### src/rtl/risc_v_mike_uart_mmio.sv
// Purpose: MMIO register window that bridges RISC-V loads/stores to a UART core through TX/RX FIFOs.
// Latency: bus reads are combinational; state updates on the next edge; a TX store reaches uart_tx_send one edge later.
// Backpressure: a store to a full TX FIFO is dropped and sets TX_OVF; an RX byte arriving into a full FIFO is dropped and sets RX_OVR.

module risc_v_mike_uart_mmio_fifo #(
    parameter int W     = 8,
    parameter int DEPTH = 8
) (
    input  logic                       clk,
    input  logic                       rst,
    input  logic                       i_flush,
    input  logic                       i_push,
    input  logic [W-1:0]               i_push_dat,
    input  logic                       i_pop,
    output logic [W-1:0]               o_head_dat,
    output logic [$clog2(DEPTH):0]     o_count,
    output logic                       o_drop
);
    localparam int AW = $clog2(DEPTH);
    localparam logic [AW:0] CNT_FULL = (AW+1)'(DEPTH);

    logic [W-1:0]  r_mem [DEPTH];
    logic [AW-1:0] r_wr_ptr;
    logic [AW-1:0] r_rd_ptr;
    logic [AW:0]   r_count;
    logic          w_do_pop;
    logic          w_do_push;

    // A pop frees a slot in the same cycle, so push+pop on a full FIFO both succeed.
    assign w_do_pop   = i_pop && (r_count != '0);
    assign w_do_push  = i_push && ((r_count != CNT_FULL) || w_do_pop);
    assign o_drop     = i_push && !w_do_push && !i_flush;
    assign o_head_dat = (r_count != '0) ? r_mem[r_rd_ptr] : '0;
    assign o_count    = r_count;

    always_ff @(posedge clk) begin
        if (rst || i_flush) begin
            r_wr_ptr <= '0;
            r_rd_ptr <= '0;
            r_count  <= '0;
        end else begin
            if (w_do_push) r_wr_ptr <= r_wr_ptr + 1'b1;
            if (w_do_pop)  r_rd_ptr <= r_rd_ptr + 1'b1;
            case ({w_do_push, w_do_pop})
                2'b10:   r_count <= r_count + 1'b1;
                2'b01:   r_count <= r_count - 1'b1;
                default: r_count <= r_count;
            endcase
        end
    end

    always_ff @(posedge clk) begin
        if (w_do_push && !i_flush) r_mem[r_wr_ptr] <= i_push_dat;
    end
endmodule

module risc_v_mike_uart_mmio #(
    parameter logic [31:0] ADDR_BASE  = 32'h0000_0100,
    parameter int          FIFO_DEPTH = 8
) (
    input  logic        clk,
    input  logic        rst,
    input  logic [31:0] bus_addr,
    input  logic        bus_write,
    input  logic        bus_read,
    input  logic [31:0] bus_wr_data,
    output logic [31:0] bus_rd_data,
    output logic        bus_sel,
    output logic [7:0]  uart_tx_data,
    output logic        uart_tx_send,
    input  logic        uart_tx_flag,
    output logic        uart_tx_flag_clr,
    input  logic [7:0]  uart_rx_data,
    input  logic        uart_rx_flag,
    output logic        uart_rx_flag_clr,
    output logic        irq
);
    localparam int CW = $clog2(FIFO_DEPTH) + 1;
    localparam logic [CW-1:0] CNT_FULL = CW'(FIFO_DEPTH);

    localparam logic [1:0] TX_IDLE = 2'd0;
    localparam logic [1:0] TX_SEND = 2'd1;
    localparam logic [1:0] TX_WAIT = 2'd2;
    localparam logic [1:0] TX_CLR  = 2'd3;
    localparam logic [1:0] RX_IDLE = 2'd0;
    localparam logic [1:0] RX_ACK  = 2'd1;
    localparam logic [1:0] RX_WAIT = 2'd2;

    logic [1:0]    r_tx_state;
    logic [1:0]    r_rx_state;
    logic [7:0]    r_tx_data;
    logic [1:0]    r_ctrl;
    logic          r_rx_ovr;
    logic          r_tx_ovf;

    logic          w_wr, w_rd, w_flush, w_stat_wr, w_ctrl_wr;
    logic          w_tx_push, w_tx_start, w_tx_drop;
    logic          w_rx_push, w_rx_pop, w_rx_drop;
    logic [7:0]    w_tx_head, w_rx_head;
    logic [CW-1:0] w_tx_count, w_rx_count;
    logic          w_rx_valid, w_rx_full, w_tx_full, w_tx_empty, w_tx_busy;
    logic [31:0]   w_status;
    logic          w_unused;

    assign bus_sel    = (bus_addr[31:4] == ADDR_BASE[31:4]);
    assign w_wr       = bus_write && bus_sel;
    assign w_rd       = bus_read && bus_sel;
    assign w_tx_push  = w_wr && (bus_addr[3:2] == 2'd0);
    assign w_rx_pop   = w_rd && (bus_addr[3:2] == 2'd1);
    assign w_stat_wr  = w_wr && (bus_addr[3:2] == 2'd2);
    assign w_ctrl_wr  = w_wr && (bus_addr[3:2] == 2'd3);
    assign w_flush    = w_ctrl_wr && bus_wr_data[2];
    assign w_unused   = &{1'b0, bus_addr[1:0], bus_wr_data[31:8], bus_wr_data[4:3]};

    assign w_tx_start = (r_tx_state == TX_IDLE) && (w_tx_count != '0) && !uart_tx_flag && !w_flush;
    assign w_rx_push  = (r_rx_state == RX_IDLE) && uart_rx_flag;

    risc_v_mike_uart_mmio_fifo #(.W(8), .DEPTH(FIFO_DEPTH)) u_tx_fifo (
        .clk(clk), .rst(rst), .i_flush(w_flush),
        .i_push(w_tx_push), .i_push_dat(bus_wr_data[7:0]), .i_pop(w_tx_start),
        .o_head_dat(w_tx_head), .o_count(w_tx_count), .o_drop(w_tx_drop)
    );

    risc_v_mike_uart_mmio_fifo #(.W(8), .DEPTH(FIFO_DEPTH)) u_rx_fifo (
        .clk(clk), .rst(rst), .i_flush(w_flush),
        .i_push(w_rx_push), .i_push_dat(uart_rx_data), .i_pop(w_rx_pop),
        .o_head_dat(w_rx_head), .o_count(w_rx_count), .o_drop(w_rx_drop)
    );

    assign w_rx_valid = (w_rx_count != '0);
    assign w_rx_full  = (w_rx_count == CNT_FULL);
    assign w_tx_full  = (w_tx_count == CNT_FULL);
    assign w_tx_empty = (w_tx_count == '0);
    assign w_tx_busy  = (r_tx_state != TX_IDLE) || !w_tx_empty;
    assign w_status   = {25'b0, r_tx_ovf, r_rx_ovr, w_tx_busy, w_tx_empty, w_tx_full, w_rx_full, w_rx_valid};

    always_comb begin
        bus_rd_data = 32'b0;
        if (bus_sel) begin
            case (bus_addr[3:2])
                2'd1:    bus_rd_data = {24'b0, w_rx_head};
                2'd2:    bus_rd_data = w_status;
                2'd3:    bus_rd_data = {30'b0, r_ctrl};
                default: bus_rd_data = 32'b0;
            endcase
        end
    end

    assign uart_tx_data     = r_tx_data;
    assign uart_tx_send     = (r_tx_state == TX_SEND);
    assign uart_tx_flag_clr = (r_tx_state == TX_CLR);
    assign uart_rx_flag_clr = (r_rx_state == RX_ACK);
    assign irq              = (r_ctrl[0] && w_rx_valid) || (r_ctrl[1] && !w_tx_busy);

    always_ff @(posedge clk) begin
        if (rst) begin
            r_tx_state <= TX_IDLE;
            r_tx_data  <= 8'h00;
        end else begin
            case (r_tx_state)
                TX_IDLE: if (w_tx_start) begin
                    r_tx_state <= TX_SEND;
                    r_tx_data  <= w_tx_head;
                end
                TX_SEND: r_tx_state <= TX_WAIT;
                TX_WAIT: if (uart_tx_flag) r_tx_state <= TX_CLR;
                default: r_tx_state <= TX_IDLE;
            endcase
        end
    end

    always_ff @(posedge clk) begin
        if (rst) begin
            r_rx_state <= RX_IDLE;
        end else begin
            case (r_rx_state)
                RX_IDLE: if (uart_rx_flag) r_rx_state <= RX_ACK;
                RX_ACK:  r_rx_state <= RX_WAIT;
                RX_WAIT: if (!uart_rx_flag) r_rx_state <= RX_IDLE;
                default: r_rx_state <= RX_IDLE;
            endcase
        end
    end

    // A flush store leaves the enables untouched; only a plain store rewrites them.
    always_ff @(posedge clk) begin
        if (rst) begin
            r_ctrl   <= 2'b00;
            r_rx_ovr <= 1'b0;
            r_tx_ovf <= 1'b0;
        end else begin
            if (w_ctrl_wr && !bus_wr_data[2]) r_ctrl <= bus_wr_data[1:0];
            r_rx_ovr <= w_rx_drop || (r_rx_ovr && !(w_stat_wr && bus_wr_data[5]));
            r_tx_ovf <= w_tx_drop || (r_tx_ovf && !(w_stat_wr && bus_wr_data[6]));
        end
    end
endmodule
### config.mk
export PLATFORM = sky130hd
export DESIGN_NAME = risc_v_mike_uart_mmio
export DESIGN_NICKNAME = d
export VERILOG_FILES = /design/src/rtl/risc_v_mike_uart_mmio.sv
export SDC_FILE = /design/constraint.sdc
export NUM_CORES = 1
export LEC_CHECK = 0
export CORE_ASPECT_RATIO = 2
export CORE_MARGIN = 1
export CORE_UTILIZATION = 54
export DETAILED_ROUTE_END_ITERATION = 12
export PLACE_DENSITY = 0.85
export SYNTH_ARGS = -nofsm -noshare
export SYNTH_HDL_FRONTEND = slang
export SYNTH_HIERARCHICAL = 1
export SYNTH_SLANG_ARGS = --single-unit
### constraint.sdc
create_clock -name clk -period 4.7 [get_ports clk]
set_input_delay 0.94 -clock clk [delete_from_list [all_inputs] [get_ports clk]]
set_output_delay 0.94 -clock clk [all_outputs]
set_load 0.05 [all_outputs]
## Word level (Yosys, flattened, before mapping)

Memories as Yosys holds them, arrays and structs flattened. A register that Yosys moved wholly into a read port is not among the register bits.
Index checks and enable logic that the tools add are counted.

| word-level totals | value |
|---|---|
| bits in registers | 28 |
| RAM bits | 128 |
| input port bits | 78 |
| output and inout bits | 45 |
| word-level logic and storage cells | 115 |
| memories kept | 2 |

| operators by class | value |
|---|---|
| add/sub/neg operators | 8 |
| eq/ne operators | 21 |
| muxes and demuxes | 17 |
| reduce and logical (&&, ||, !) cells | 56 |

Memories:

| name | depth | bits a word | rd ports | clocked after memory_dff | wr ports | line | source |
|---|---|---|---|---|---|---|---|
| u_rx_fifo.r_mem | 8 | 8 | 1 | 1 | 1 | 22 | `logic [W-1:0] r_mem [DEPTH];` |
| u_tx_fifo.r_mem | 8 | 8 | 1 | 1 | 1 | 22 |  |

Operator list:

| kind | number |
|---|---|
| 32-bit 2-to-1 mux | 1 |
| 28-bit by 5-bit equality test with 1-bit output, second input constant | 1 |
| 1-bit logical AND | 28 |
| 8-bit one-hot mux with 3 select lines | 1 |
| 4-bit one-hot mux with 2 select lines | 2 |
| 2-bit equality test, second input constant | 7 |
| 3-bit by 1-bit adder with 3-bit output, second input constant | 4 |
| 2-bit one-hot mux with 3 select lines | 2 |
| 2-bit by 1-bit equality test with 1-bit output, second input constant | 5 |
| 1-bit logical NOT | 9 |
| 4-bit by 1-bit adder with 4-bit output, second input constant | 2 |
| 4-bit equality test, second input constant | 2 |
| 2-bit 2-to-1 mux | 4 |
| 8-bit 2-to-1 mux | 1 |
| 4-bit inequality test, second input constant | 2 |
| 4-bit nonzero test | 2 |
| 4-bit by 1-bit subtractor with 4-bit output, second input constant | 2 |
| 1-bit logical OR | 7 |
| 2-bit logical NOT | 3 |
| 3-bit 2-to-1 mux | 2 |
| 2-bit inequality test, second input constant | 3 |
| 2-bit AND reduction | 3 |
| 2-bit nonzero test | 3 |
| 4-bit logical NOT | 1 |
| other kinds (2) | 5 |

## Logic depth before layout (Yosys ltp)

Gate-level depths: netlist of run 1.

| logic depth | value |
|---|---|
| depth after elaboration | 13 |
| gate-level depth with buffers | 14 |
| depth with buffers taken out | 13 |

## Modules after synthesis

Netlist of run 1, hierarchy kept.

By module, submodules not included:

| module | times used | cells each | area each (µm²) | seq. area each (µm²) |
|---|---|---|---|---|
| risc_v_mike_uart_mmio_fifo | 2 | 187 | 3193.1 | 2182.1 |
| risc_v_mike_uart_mmio | 1 | 158 | 1271.2 | 320.3 |

## Least setup slack after synthesis of run 1

No wires, ideal clock.

| timing path | value |
|---|---|
| path type | input to register |
| start | in bus_addr[27] |
| end | mem u_rx_fifo.r_mem[1][0] (enable) |
| library setup time | 0.383 ns |
| data arrival time | 3.762 ns |
| setup slack | 0.555 ns |
| stages | 9 |
| cell sequence | or4_4 -> or3_4 -> buf_6 -> nor2_1 -> and3_1 -> nand2b_1 -> o21ai_2 -> or3b_1 -> nor3_1 |

| between the ends | value |
|---|---|
| word-level cells in the longest chain between the ends | 9 |
| elaborated cells on any way between the ends | 13 |

RTL lines:

| element | line | source |
|---|---|---|
| start: declaration | 63 | `input logic [31:0] bus_addr,` |
| 28-bit by 5-bit equality test with 1-bit output | 105 | `assign bus_sel = (bus_addr[31:4] == ADDR_BASE[31:4]);` |
| 1-bit logical AND | 107 | `assign w_rd = bus_read && bus_sel;` |
| 1-bit logical AND | 109 | `assign w_rx_pop = w_rd && (bus_addr[3:2] == 2'd1);` |
| named net w_rx_pop | 98 | `logic w_rx_push, w_rx_pop, w_rx_drop;` |
| 1-bit logical AND | 30 | `assign w_do_pop = i_pop && (r_count != '0);` |
| 1-bit logical OR | 31 | `assign w_do_push = i_push && ((r_count != CNT_FULL) \|\| w_do_pop);` |
| 1-bit logical AND | 31 |  |
| 1-bit logical AND | 53 | `if (w_do_push && !i_flush) r_mem[r_wr_ptr] <= i_push_dat;` |
| 1-bit 2-to-1 mux | 53 |  |
| 1-bit 2-to-1 mux (not written as such) | 53 |  |
| end: declaration | 22 |  |

The timed path passes the listed nets, and every way through them passes these cells.

## Final worst setup path of run 1

| timing path | value |
|---|---|
| start | in bus_addr[6] |
| end | out bus_sel |

| between the ends | value |
|---|---|
| word-level cells in the longest chain between the ends | 1 |

RTL lines:

| element | line | source |
|---|---|---|
| 28-bit by 5-bit equality test with 1-bit output | 105 |  |
| end: declaration | 68 | `output logic bus_sel,` |

No other way between the ends.

==> results of run 1 <==
[state kept, by name (all words and copies together), names as in the netlist, 3 cells and up, named ones only]
register	cells
u_tx_fifo/r_wr_ptr	3
u_rx_fifo/r_mem	64
uart_tx_data	8
u_tx_fifo/r_rd_ptr	3
u_tx_fifo/r_mem	64
u_rx_fifo/r_rd_ptr	3
u_rx_fifo/r_wr_ptr	3
u_rx_fifo/o_count	4
u_tx_fifo/o_count	4
[kinds of logic after synthesis]
group,after synthesis
flip-flops,170
AND/OR/NAND/NOR,162
multiplexers,62
buffers and inverters,60
AO/OA/AOI/OAI,49
adder cells (fa/ha/maj),14
XOR/XNOR,14
other,1
[cell type report]
cell class	instances	area (sq um)	share of cell area [%]
sequential	170	4680	51.3
clock inverter	12	124	1.36
clock buffer	20	437	4.78
tap	189	236	2.59
multi-input combinational	325	2710	29.7
timing repair buffer	95	886	9.70
inverter	15	56.3	0.617
[critical path: stages]
cell             delay (ns)
clkdlybuf4s50_1        0.41
nor4b_1                0.31
nand4_1                0.34
or3_4                  0.58
inv_1                  0.11
clkdlybuf4s50_1        0.85
[how the worst min path moves through the flow]
| stage | start | endpoint | slack, ns | cells after the start |
|---|---|---|---|---|
| global route | uart_tx_data[1] | uart_tx_data[1] | 0.48 | 2 |
| CTS | uart_tx_data[7] | uart_tx_data[7] | 0.47 | 2 |
| detailed placement | uart_tx_data[7] | uart_tx_data[7] | 0.46 | 2 |
| floorplan | r_ctrl[0] | r_ctrl[0] | 0.45 | 2 |
| finish | uart_tx_data[7] | uart_tx_data[7] | 0.47 | 2 |
| global placement | uart_tx_data[0] | uart_tx_data[0] | 0.46 | 2 |
[power by group]
| part | internal, mW | switching (mW) | leakage, nW | total [mW] |
|---|---|---|---|---|
| registers | 1.64 | 0.0245 | 1.49 | 1.66 |
| logic | 0.121 | 0.193 | 1.28 | 0.315 |
| clock network | 0.779 | 0.546 | 0.265 | 1.32 |
[layer usage]
layer  wire, um  part of all wire [%]  global-route usage, %
met3        719                   4.3                   4.90
met2       9960                    59                   48.7
met1       5600                    33                   23.6
met5          0                     0                      0
met4        547                   3.2                   10.9
[stage by stage]
step	hold slack (ns)	worst slack [ns]	area [sq um]	util, %
floorplan	0.452	0.555	7740	-
global placement	0.455	0.299	8570	61.7
detailed placement	0.463	0.136	8570	61.7
CTS	0.469	0.250	9130	65.7
global route	0.482	0.172	9130	65.7
finish	0.472	0.214	9130	65.7
[placed cells by master (no fill, tap or decap), types with 3 or more instances in the layout]
master           count
mux4_2              32
edfxtp_1           128
nand2_1             17
clkbuf_1             3
conb_1              24
xnor2_1              6
clkbuf_16           17
nand3_1              7
nand3b_1             4
o21bai_1             3
clkdlybuf4s50_1     64
buf_4               30
a211oi_1             4
nor3_1               9
o21ai_0              7
nor2b_1              3
a21oi_1              7
o21ai_2              4
ha_1                12
a31oi_1              4
xor2_1               8
nand4_1              6
clkinvlp_4           3
mux2i_1             30
or3_4                3
inv_1               14
clkinv_1             4
nand2b_1            21
a22oi_1              5
dfxtp_1             42
nor4_1               8
nor2_1              61
and3_1               3
o211ai_1             3
==> results.json, run 1 <==
{
  "initial_core_util_pct": 55.1,
  "fill_cells": 972,
  "power_density_nw_per_um2": 362,
  "core_sq_um": 13900,
  "ys_ff_latch": 170,
  "grt_setup_unrepaired": "no",
  "htree_num_levels": 4,
  "cts.clk_slew.worst_paths_ns": 0.06,
  "report.final.slew_viol_count": 0,
  "clk_latency_ns": 0.42,
  "finalWirelength_um": 16800,
  "outcome": "completed",
  "rows": 61,
  "synth_top_area_share_pct": 50.2,
  "num_io_pins": 123,
  "grt_pass1_vias": 5003,
  "postCtsResizedCells": 0,
  "synth_mux_area_share_pct": 13.3,
  "die_h_um": 170,
  "worst_ep_arrival_time_ns": 3.55,
  "r2r_cells": 9,
  "yosysSeqAreaShare_pct": 61.2,
  "die_w_um": 86.2,
  "worst-path-max-fanout": 11,
  "cts_sinks": 170,
  "worstReg2RegStart": "u_tx_fifo/o_count[1]",
  "cts_buffers": 17,
  "synth_edf_count": 128,
  "fin_skew_ns": 0.00706,
  "antenna_found_initial": 0,
  "hold_violations": 0,
  "syn_inst": 532,
  "via_per_inst": 5.77,
  "dp.cells": 794,
  "place_congestion": 0.848,
  "yosysWarnings": 6,
  "start_kind": "input pin",
  "synth_top_family_by_area": "multiplexers",
  "required_ns": 3.76,
  "yosysTopAreaCell": "edfxtp_1",
  "drt_iter0_drc": 337,
  "cts_root_buf": "clkbuf_16",
  "synth_simple_gate_area_share_pct": 11.5,
  "ys_types": 57,
  "syn_to_final_growth_pct": 19.3,
  "layout_min_cycle_time_ns": 4.49,
  "grt_max_degree": 20,
  "avgRoutedWirePerCell_um": 20.4,
  "die_area_sq_um": 14700,
  "numPortBuffers": 72,
  "synth_area_per_cell_sq_um": 14.4,
  "cts_tree": "yes",
  "end_kind": "output port",
  "p_leak_nw": 3.04,
  "timing.rr.end": "u_tx_fifo/r_mem[1][2]",
  "fin_setup_tns_ns": 0,
  "synth_adder_area_share_pct": 2.48,
  "syn-cell-area_sq_um": 7660,
  "clk_path_buf_depth": 2,
  "worstMarginPinSlew_ns": 1.11,
  "drive_gt1_share_pct": 17.1,
  "synthXorXnorAreaFrac_pct": 1.60,
  "diodes": 0,
  "path_class": "input pin to output port",
  "crit_end": "bus_sel",
  "synth_compound_area_share_pct": 5.25,
  "fin_crit_sh_pct": 95.4,
  "r2r_setup_slack_ns": 1.62,
  "postCtsHoldBufs": 0,
  "remaining_drc_errors": 0,
  "synth.most_common_cell": "edfxtp_1",
  "finalSetupViolCount": 0,
  "synth_flop_cell": "edfxtp_1",
  "overflow": 0,
  "max-vdd-ir-drop_v": 0.000446,
  "fin_nets": 716,
  "synthArstFlopShare_pct": 0,
  "synthTopCellsByCount": "128 x edfxtp_1, 61 x nor2_1, 42 x dfxtp_1, 32 x mux4_2, 30 x mux2i_1",
  "gr-usage-all-layers_pct": 24.7,
  "slew_headroom_pct": 25.5,
  "fin_cells": 826,
  "synth_area_leaders": "edfxtp_1 50%, dfxtp_1 11%, mux4_2 9.4%",
  "power_mw": 3.30,
  "ant_nets": 0,
  "crit_start": "bus_addr[6]",
  "grt_first_pass_wirelength_um": 26200,
  "place_hpwl_um": 11700,
  "cts_setup_buffers": 0,
  "first_pass_iters": 4,
  "timing.fmax_mhz": 223,
  "drv_cap": 0,
  "worstHoldPathType": "flop to flop",
  "vias": 4765
}
Power figures use the tool's default switching activity.
==> run 2: changes to the inputs <==
Settings changed: RECOVER_POWER set to 25.
==> results.json, run 2 (synthesis results as in run 1) <==
{
  "hold_violations": 0,
  "die_w_um": 86.2,
  "timing.hold.ws_ns": 0.472,
  "via_per_inst": 5.77,
  "ant_nets": 0,
  "grt_setup_unrepaired": "no",
  "rows": 61,
  "layout_min_cycle_time_ns": 4.49,
  "grt_max_degree": 20,
  "path_class": "input pin to output port",
  "outcome": "completed",
  "clk_latency_ns": 0.42,
  "final_common_cell": "edfxtp_1",
  "worstReg2RegStart": "u_tx_fifo/o_count[1]",
  "postCtsHoldBufs": 0,
  "crit_family": "buffers and inverters",
  "max_stage_delay_ns": 0.85,
  "power_density_nw_per_um2": 361,
  "overflow": 0,
  "vias": 4763,
  "cts.clk_slew.worst_paths_ns": 0.06,
  "first_pass_iters": 4,
  "core_sq_um": 13900,
  "cts_setup_buffers": 0,
  "start_kind": "input pin",
  "die_area_sq_um": 14700,
  "place_congestion": 0.848,
  "finalWirelength_um": 16800,
  "worstHoldPathType": "flop to flop",
  "clk_path_buf_depth": 2,
  "cts_tree": "yes",
  "p_leak_nw": 3.04,
  "end_kind": "output port",
  "worstMarginPinSlew_ns": 1.12,
  "final_cell_mix": "128 x edfxtp_1, 61 x nor2_1, 54 x clkdlybuf4s50_1",
  "worst-path-max-fanout": 11,
  "power_mw": 3.30,
  "grt_first_pass_wirelength_um": 26200,
  "antenna_found_initial": 0,
  "fin_cells": 826,
  "grt_pass1_vias": 5003,
  "max-vdd-ir-drop_v": 0.000446,
  "finalSetupViolCount": 0,
  "syn_to_final_growth_pct": 19.3,
  "path_buf_inv": 3,
  "numPortBuffers": 72,
  "place_hpwl_um": 11700,
  "required_ns": 3.76,
  "slew_headroom_pct": 25.3,
  "num_io_pins": 123,
  "worst_ep_arrival_time_ns": 3.55,
  "cts_buffers": 17,
  "fin_nets": 716,
  "fin_crit_sh_pct": 95.4,
  "die_h_um": 170,
  "cts_root_buf": "clkbuf_16",
  "fin_skew_ns": 0.00707,
  "cts_sinks": 170,
  "crit_chain": "clkdlybuf4s50_1 > nor4b_1 > nand4_1 > or3_4 > inv_1 > clkdlybuf4s50_1",
  "drt_iter0_drc": 338,
  "holdCritStartpoint": "uart_tx_data[7]",
  "gr-usage-all-layers_pct": 24.7,
  "timing.fmax_mhz": 223,
  "remaining_drc_errors": 0,
  "dp.cells": 794,
  "drive_gt1_share_pct": 17.1,
  "htree_num_levels": 4,
  "drv_cap": 0,
  "crit_slowest_cell": "clkdlybuf4s50_1",
  "critical_path.most_common_cell": "clkdlybuf4s50_1",
  "initial_core_util_pct": 55.1,
  "fin_setup_tns_ns": 0,
  "postCtsResizedCells": 0,
  "diodes": 0,
  "report.final.slew_viol_count": 0,
  "crit_start": "bus_addr[6]",
  "avgRoutedWirePerCell_um": 20.4
}
[run 2: area by class of cell]
| cell class | instances | area (sq um) |
|---|---|---|
| Inverter | 15 | 56.3 |
| Sequential cell | 170 | 4680 |
| Clock inverter | 12 | 124 |
| Clock buffer | 20 | 437 |
| Fill cell | 972 | 4760 |
| Multi-Input combinational cell | 325 | 2710 |
| Tap cell | 189 | 236 |
| Timing Repair Buffer | 95 | 886 |
[run 2: final timing paths]
kind / end / slack [ns] / cells after the start
max: bus_sel / 0.21 / 6
min: uart_tx_data[7] / 0.47 / 2
max reg2reg: u_tx_fifo/r_mem[1][2] / 1.62 / 9
min reg2reg: uart_tx_data[7] / 0.47 / 2
[run 2: metrics by stage]
step	setup WS [ns]	area (sq um)	util [%]
6_report	0.214	9130	65.7
5_1_grt	0.172	9130	65.7
4_1_cts	0.250	9130	65.7
3_5_place_dp	0.136	8570	61.7
3_3_place_gp	0.299	8570	61.7
2_1_floorplan	0.555	7740	-
[run 2: routing by layer]
| metal | part of all wire (%) | routed length (um) | GRT usage [%] |
|---|---|---|---|
| met1 | 34 | 5650 | 23.6 |
| met2 | 59 | 9980 | 48.7 |
| met3 | 4.1 | 689 | 4.90 |
| met4 | 3.2 | 533 | 10.9 |
| met5 | 0 | 0 | 0 |
[run 2: worst reg2reg max path, delay by kind of cell (launching register included)]
kind / cells / cell delay [ns]
simple gates: 5 / 1.34
buf+inv: 3 / 0.76
flops: 1 / 0.57
compound gates: 1 / 0.11
[run 2: power breakdown]
part | switching [mW] | leakage [nW] | internal, mW
clock network | 0.546 | 0.265 | 0.779
logic | 0.193 | 1.28 | 0.120
registers | 0.0245 | 1.49 | 1.64
